--- config.mk ---
export PLATFORM = sky130hd
export DESIGN_NAME = cp0_int_sequencer
export DESIGN_NICKNAME = d
export VERILOG_FILES = /design/src/rtl/cp0_int_sequencer.sv
export SDC_FILE = /design/constraint.sdc
export NUM_CORES = 1
export LEC_CHECK = 0
export CORE_UTILIZATION = 30
export DETAILED_ROUTE_END_ITERATION = 10
export GPL_ROUTABILITY_DRIVEN = 0
export PLACE_DENSITY = 0.72
export SYNTH_ARGS = -nofsm -noshare
export SYNTH_HDL_FRONTEND = slang
export SYNTH_SLANG_ARGS = --single-unit
--- constraint.sdc ---
create_clock -name clk -period 3.31 [get_ports clk]
set_clock_uncertainty 0.2 [all_clocks]
set_input_delay 0.4965 -clock clk [delete_from_list [all_inputs] [get_ports clk]]
set_output_delay 0.4965 -clock clk [all_outputs]
set_load 0.05 [all_outputs]
--- src/rtl/cp0_int_sequencer.sv ---
`default_nettype none
// ============================================================================
// Module      : cp0_int_sequencer
// Description : CP0 interrupt entry/return sequencer. Conditions dev_irq into
//               hwint pulses and drives the EXL-set/EPC-write, vector and ERET
//               return sequence. Define CP0_INT_SYNC_EN to add a two-flop
//               synchronizer on dev_irq.
// Revision    : 1.0 - initial release
// ============================================================================
module cp0_int_sequencer #(
    parameter logic [31:0] VEC_ADDR = 32'h0000_4180
) (
    input  logic        clk,
    input  logic        reset,
    input  logic [5:0]  dev_irq,
    input  logic        intreq,
    input  logic        inst_done,
    input  logic        eret,
    input  logic [31:0] pc_next,
    input  logic [31:0] epc,
    output logic [5:0]  hwint,
    output logic        exlset,
    output logic        exlclr,
    output logic        cp0_we,
    output logic [31:0] pc_save,
    output logic        stall,
    output logic        redirect,
    output logic [31:0] redirect_pc,
    output logic [2:0]  irq_id,
    output logic        busy
);

    typedef enum logic [2:0] {
        ST_IDLE     = 3'd0,
        ST_WAIT_BND = 3'd1,
        ST_SAVE     = 3'd2,
        ST_VECTOR   = 3'd3,
        ST_HANDLER  = 3'd4,
        ST_RETURN   = 3'd5
    } state_t;

    state_t      r_state;
    logic [5:0]  w_lvl;
    logic [5:0]  r_lvl;
    logic [5:0]  r_hwint;
    logic [2:0]  w_irq_id;
    logic        r_exlset;
    logic        r_exlclr;
    logic        r_cp0_we;
    logic        r_stall;
    logic        r_redirect;
    logic        r_busy;
    logic [31:0] r_redirect_pc;
    logic [31:0] r_pc_save;

    // ------------------------------------------------------------------------
    // Interrupt line conditioning
    // ------------------------------------------------------------------------
`ifdef CP0_INT_SYNC_EN
    logic [5:0] r_sync1;
    logic [5:0] r_sync2;

    always_ff @(posedge clk or negedge reset) begin
        if (!reset) begin
            r_sync1 <= '0;
            r_sync2 <= '0;
        end else begin
            r_sync1 <= dev_irq;
            r_sync2 <= r_sync1;
        end
    end

    assign w_lvl = r_sync2;
`else
    assign w_lvl = dev_irq;
`endif

    // r_lvl doubles as the edge-detect history and the level seen by irq_id
    always_ff @(posedge clk or negedge reset) begin
        if (!reset) begin
            r_lvl   <= '0;
            r_hwint <= '0;
        end else begin
            r_lvl   <= w_lvl;
            r_hwint <= w_lvl & ~r_lvl;
        end
    end

    always_comb begin
        w_irq_id = 3'd7;
        for (int i = 5; i >= 0; i--) begin
            if (r_lvl[i]) begin
                w_irq_id = 3'(i);
            end
        end
    end

    // ------------------------------------------------------------------------
    // Entry/return sequencer; outputs are registered alongside the state so
    // each strobe is a clean one-cycle pulse aligned with its state.
    // ------------------------------------------------------------------------
    always_ff @(posedge clk or negedge reset) begin
        if (!reset) begin
            r_state       <= ST_IDLE;
            r_exlset      <= 1'b0;
            r_exlclr      <= 1'b0;
            r_cp0_we      <= 1'b0;
            r_stall       <= 1'b0;
            r_redirect    <= 1'b0;
            r_busy        <= 1'b0;
            r_redirect_pc <= '0;
            r_pc_save     <= '0;
        end else begin
            r_exlset      <= 1'b0;
            r_exlclr      <= 1'b0;
            r_cp0_we      <= 1'b0;
            r_stall       <= 1'b0;
            r_redirect    <= 1'b0;
            r_redirect_pc <= '0;
            case (r_state)
                ST_IDLE: begin
                    if (intreq && !(eret && inst_done)) begin
                        r_state <= ST_WAIT_BND;
                        r_busy  <= 1'b1;
                    end
                end
                ST_WAIT_BND: begin
                    // intreq is deliberately not re-checked: entry is atomic
                    if (inst_done) begin
                        r_pc_save <= pc_next;
                        r_state   <= ST_SAVE;
                        r_exlset  <= 1'b1;
                        r_cp0_we  <= 1'b1;
                        r_stall   <= 1'b1;
                    end
                end
                ST_SAVE: begin
                    r_state       <= ST_VECTOR;
                    r_redirect    <= 1'b1;
                    r_redirect_pc <= VEC_ADDR;
                    r_stall       <= 1'b1;
                end
                ST_VECTOR: begin
                    r_state <= ST_HANDLER;
                end
                ST_HANDLER: begin
                    if (eret && inst_done) begin
                        r_state       <= ST_RETURN;
                        r_exlclr      <= 1'b1;
                        r_redirect    <= 1'b1;
                        r_redirect_pc <= epc;
                        r_stall       <= 1'b1;
                    end
                end
                ST_RETURN: begin
                    r_state <= ST_IDLE;
                    r_busy  <= 1'b0;
                end
                default: begin
                    r_state <= ST_IDLE;
                    r_busy  <= 1'b0;
                end
            endcase
        end
    end

    assign hwint       = r_hwint;
    assign exlset      = r_exlset;
    assign exlclr      = r_exlclr;
    assign cp0_we      = r_cp0_we;
    assign pc_save     = r_pc_save;
    assign stall       = r_stall;
    assign redirect    = r_redirect;
    assign redirect_pc = r_redirect_pc;
    assign irq_id      = w_irq_id;
    assign busy        = r_busy;

    // ------------------------------------------------------------------------
    // Strobe invariants
    // ------------------------------------------------------------------------
    a_exl_excl: assert property (@(posedge clk) disable iff (!reset)
        !(exlset && exlclr));
    a_exlset_pulse: assert property (@(posedge clk) disable iff (!reset)
        exlset |=> !exlset);
    a_exlclr_pulse: assert property (@(posedge clk) disable iff (!reset)
        exlclr |=> !exlclr);
    a_we_pulse: assert property (@(posedge clk) disable iff (!reset)
        cp0_we |=> !cp0_we);
    a_redirect_pulse: assert property (@(posedge clk) disable iff (!reset)
        redirect |=> !redirect);

endmodule
`default_nettype wire

==> impl_metrics.ini <==
[drt]
routed-via-count = 2069
wl_met1_mm = 3.00
met2_wirelength_mm = 3.53
wire_per_inst_um = 14.6
dr.max_layer_used = met4
post-route-drc-count = 0
vias_per_cell = 4.22
totalWireLength_mm = 7.13
firstDrtPassIters = 4
ant_nets = 0
drt-initial-drc-count = 44
wl_met3_um = 380

[logic_synthesis]
synth_seq_cells = 84
synth_cell_types = 24
yosysTopAreaCell = dfrtp_1
yosysWarnings = 0
yosys-top-cells-area = dfrtp_1 (67%), mux2_4 (14%), and2_1 (5.8%)
syn_inst = 192
synth_top_area_frac = 0.675
syn_nets = 267
seq_area_frac_synth = 0.675
synth_area_mm2 = 0.00312
avgSynthCellArea_um2 = 16.2

[power]
switching_share = 0.408
powerDensity_mw_per_mm2 = 870
internal_power_mw = 2.54
p_leak_nw = 2.20
seqPwrFrac = 0.340
p_switching_mw = 1.75
peakVddDrop_uv = 571
combPwrFrac = 0.492
pwr-share-clk = 0.168

[layout]
drive_gt1_frac = 0.154
layout_common_cells = clkdlybuf4s50_1 (152), dfrtp_1 (84), and2_1 (29), mux2_4 (29), clkbuf_8 (10)
area_delta_synth_final_pct = 58.1
insertedDiodeCount = 0
fin_nets = 427
layout_commonest_cell = clkdlybuf4s50_1

[setup_path]
critical_path.top_delay_family = buffers and inverters
critPathBufInv = 1
max_stage_delay_ps = 860
path_cells = nor4_1, clkdlybuf4s50_1
cp_max_fo = 4
timing.rr.start = r_state[1]
crit_slowest_cell = clkdlybuf4s50_1
required_ps = 2610
rr_worst_depth = 4
regToRegEndpoint = pc_save[14]
r2r_slack_ps = 1320
critPathLaunch = r_lvl[0]
start_kind = flop
worstSetupPathType = reg2out
end_kind = output pin
arrival_ps = 1920

[clock_network]
cts_tree = yes
cts_setup_buffers = 0
clock_sinks = 84
htree_levels = 3
cts_resized = 0
clkTransAtPathRegs_ps = 80
cts-buffers-inserted = 9
clock_latency_ps = 350
clockBufferDepth = 2
hold_buffers = 0
clockRootBuffer = clkbuf_8

[die]
start_util = 0.314
fp-row-count = 36
dieWidth_um = 104
io_pins = 154
die_h_um = 104
coreArea_mm2 = 0.00991
dieArea_mm2 = 0.0108

[min_path]
hp-class = in2async

[sta]
setup_violations = 0
period_needed_ps = 2620
worst_slack_ps = 689
slew_headroom = 0.306
report.final.slew_viol_count = 0
hold_viol_final = 0
rsz0062_at_grt = false
setup_tns_ps = 0
tightestPinTransition_ps = 1040
fmax_mhz = 382
layout_worst_path_cycle_share = 0.792

[global_routing]
antenna_found_initial = 0
track_usage = 0.139
grt.overflow.total = 0
grt_pass1_wl_mm = 11.6
grt_pass1_vias = 2216
grt_max_degree = 85

[placement]
port_buffers = 153
place_ws_ps = 770
dp_hpwl_mm = 5.13

[run_status]
outcome = finished, final reports clean

[job]
max_cap_violations = 0
## flip-flops by register name (all words and copies together) (netlist names), 3 cells and up
name	flops
hwint	6
pc_save	32
r_lvl	6
r_state	3
redirect_pc	32
## power by group through the flow
stage          Combinational (mW)  Sequential (mW)  Clock, mW
3_5_place_dp                 2.12             1.48          0
3_3_place_gp                 2.10             1.47          0
4_1_cts                      2.13             1.46      0.746
2_1_floorplan               0.599             2.32          0
5_1_grt                      2.19             1.49      0.788
6_report                     2.11             1.46      0.720
## per-layer routing
metal  vias to the layer above  GRT usage
li1                        950          -
met1                      1026      0.165
met2                        78      0.230
met3                        15     0.0320
met4                         0     0.0857
met5                         -          0
## cells in the mapped netlist, drive strengths merged
cell type	instances
dfrtp	84
mux2	32
and2	29
buf	7
nor2	6
nor2b	6
nand2	4
nand2b	4
a21o	3
a21oi	3
nor3	3
o21ai	3
nand3b	2
or3	2
a21boi	1
inv	1
nor4	1
or2	1
## stage by stage
| stage | hold slack, ps | cells | instance area, um2 | power [mW] | util |
|---|---|---|---|---|---|
| finish | 134 | 490 | 4930 | 4.29 | 0.497 |
| detailed placement | 223 | 474 | 4730 | 3.60 | 0.478 |
| floorplan | 0.909 | 192 | 3120 | 2.92 | - |
| CTS | 161 | 490 | 4930 | 4.34 | 0.497 |
| global placement | 220 | 474 | 4730 | 3.57 | 0.478 |
| global route | 212 | 490 | 4930 | 4.47 | 0.497 |
## cell families after synthesis
kind of cell | count (synthesis) | share of synthesized area
multiplexers | 32 | 0.151
flip-flops | 84 | 0.675
buffers and inverters | 8 | 0.0337
AO/OA/AOI/OAI | 10 | 0.0193
AND/OR/NAND/NOR | 58 | 0.122
## worst max path at each step
stage | cells after the start | to | slack, ps
2_1_floorplan | 1 | irq_id[2] | 660
3_3_place_gp | 5 | pc_save[18] | 810
3_5_place_dp | 5 | pc_save[16] | 770
4_1_cts | 4 | irq_id[1] | 670
5_1_grt | 4 | irq_id[1] | 610
6_report | 2 | irq_id[2] | 690
## cell type report
class	instances	area, um2
clock buffers	12	145
clock inverters	4	48.8
fillers	889	4980
inverters	1	3.75
multi-input cells	100	908
flip-flops and latches	84	2100
well taps	133	166
repair buffers	156	1550
Note: power is estimated with default switching activity, not from simulation.
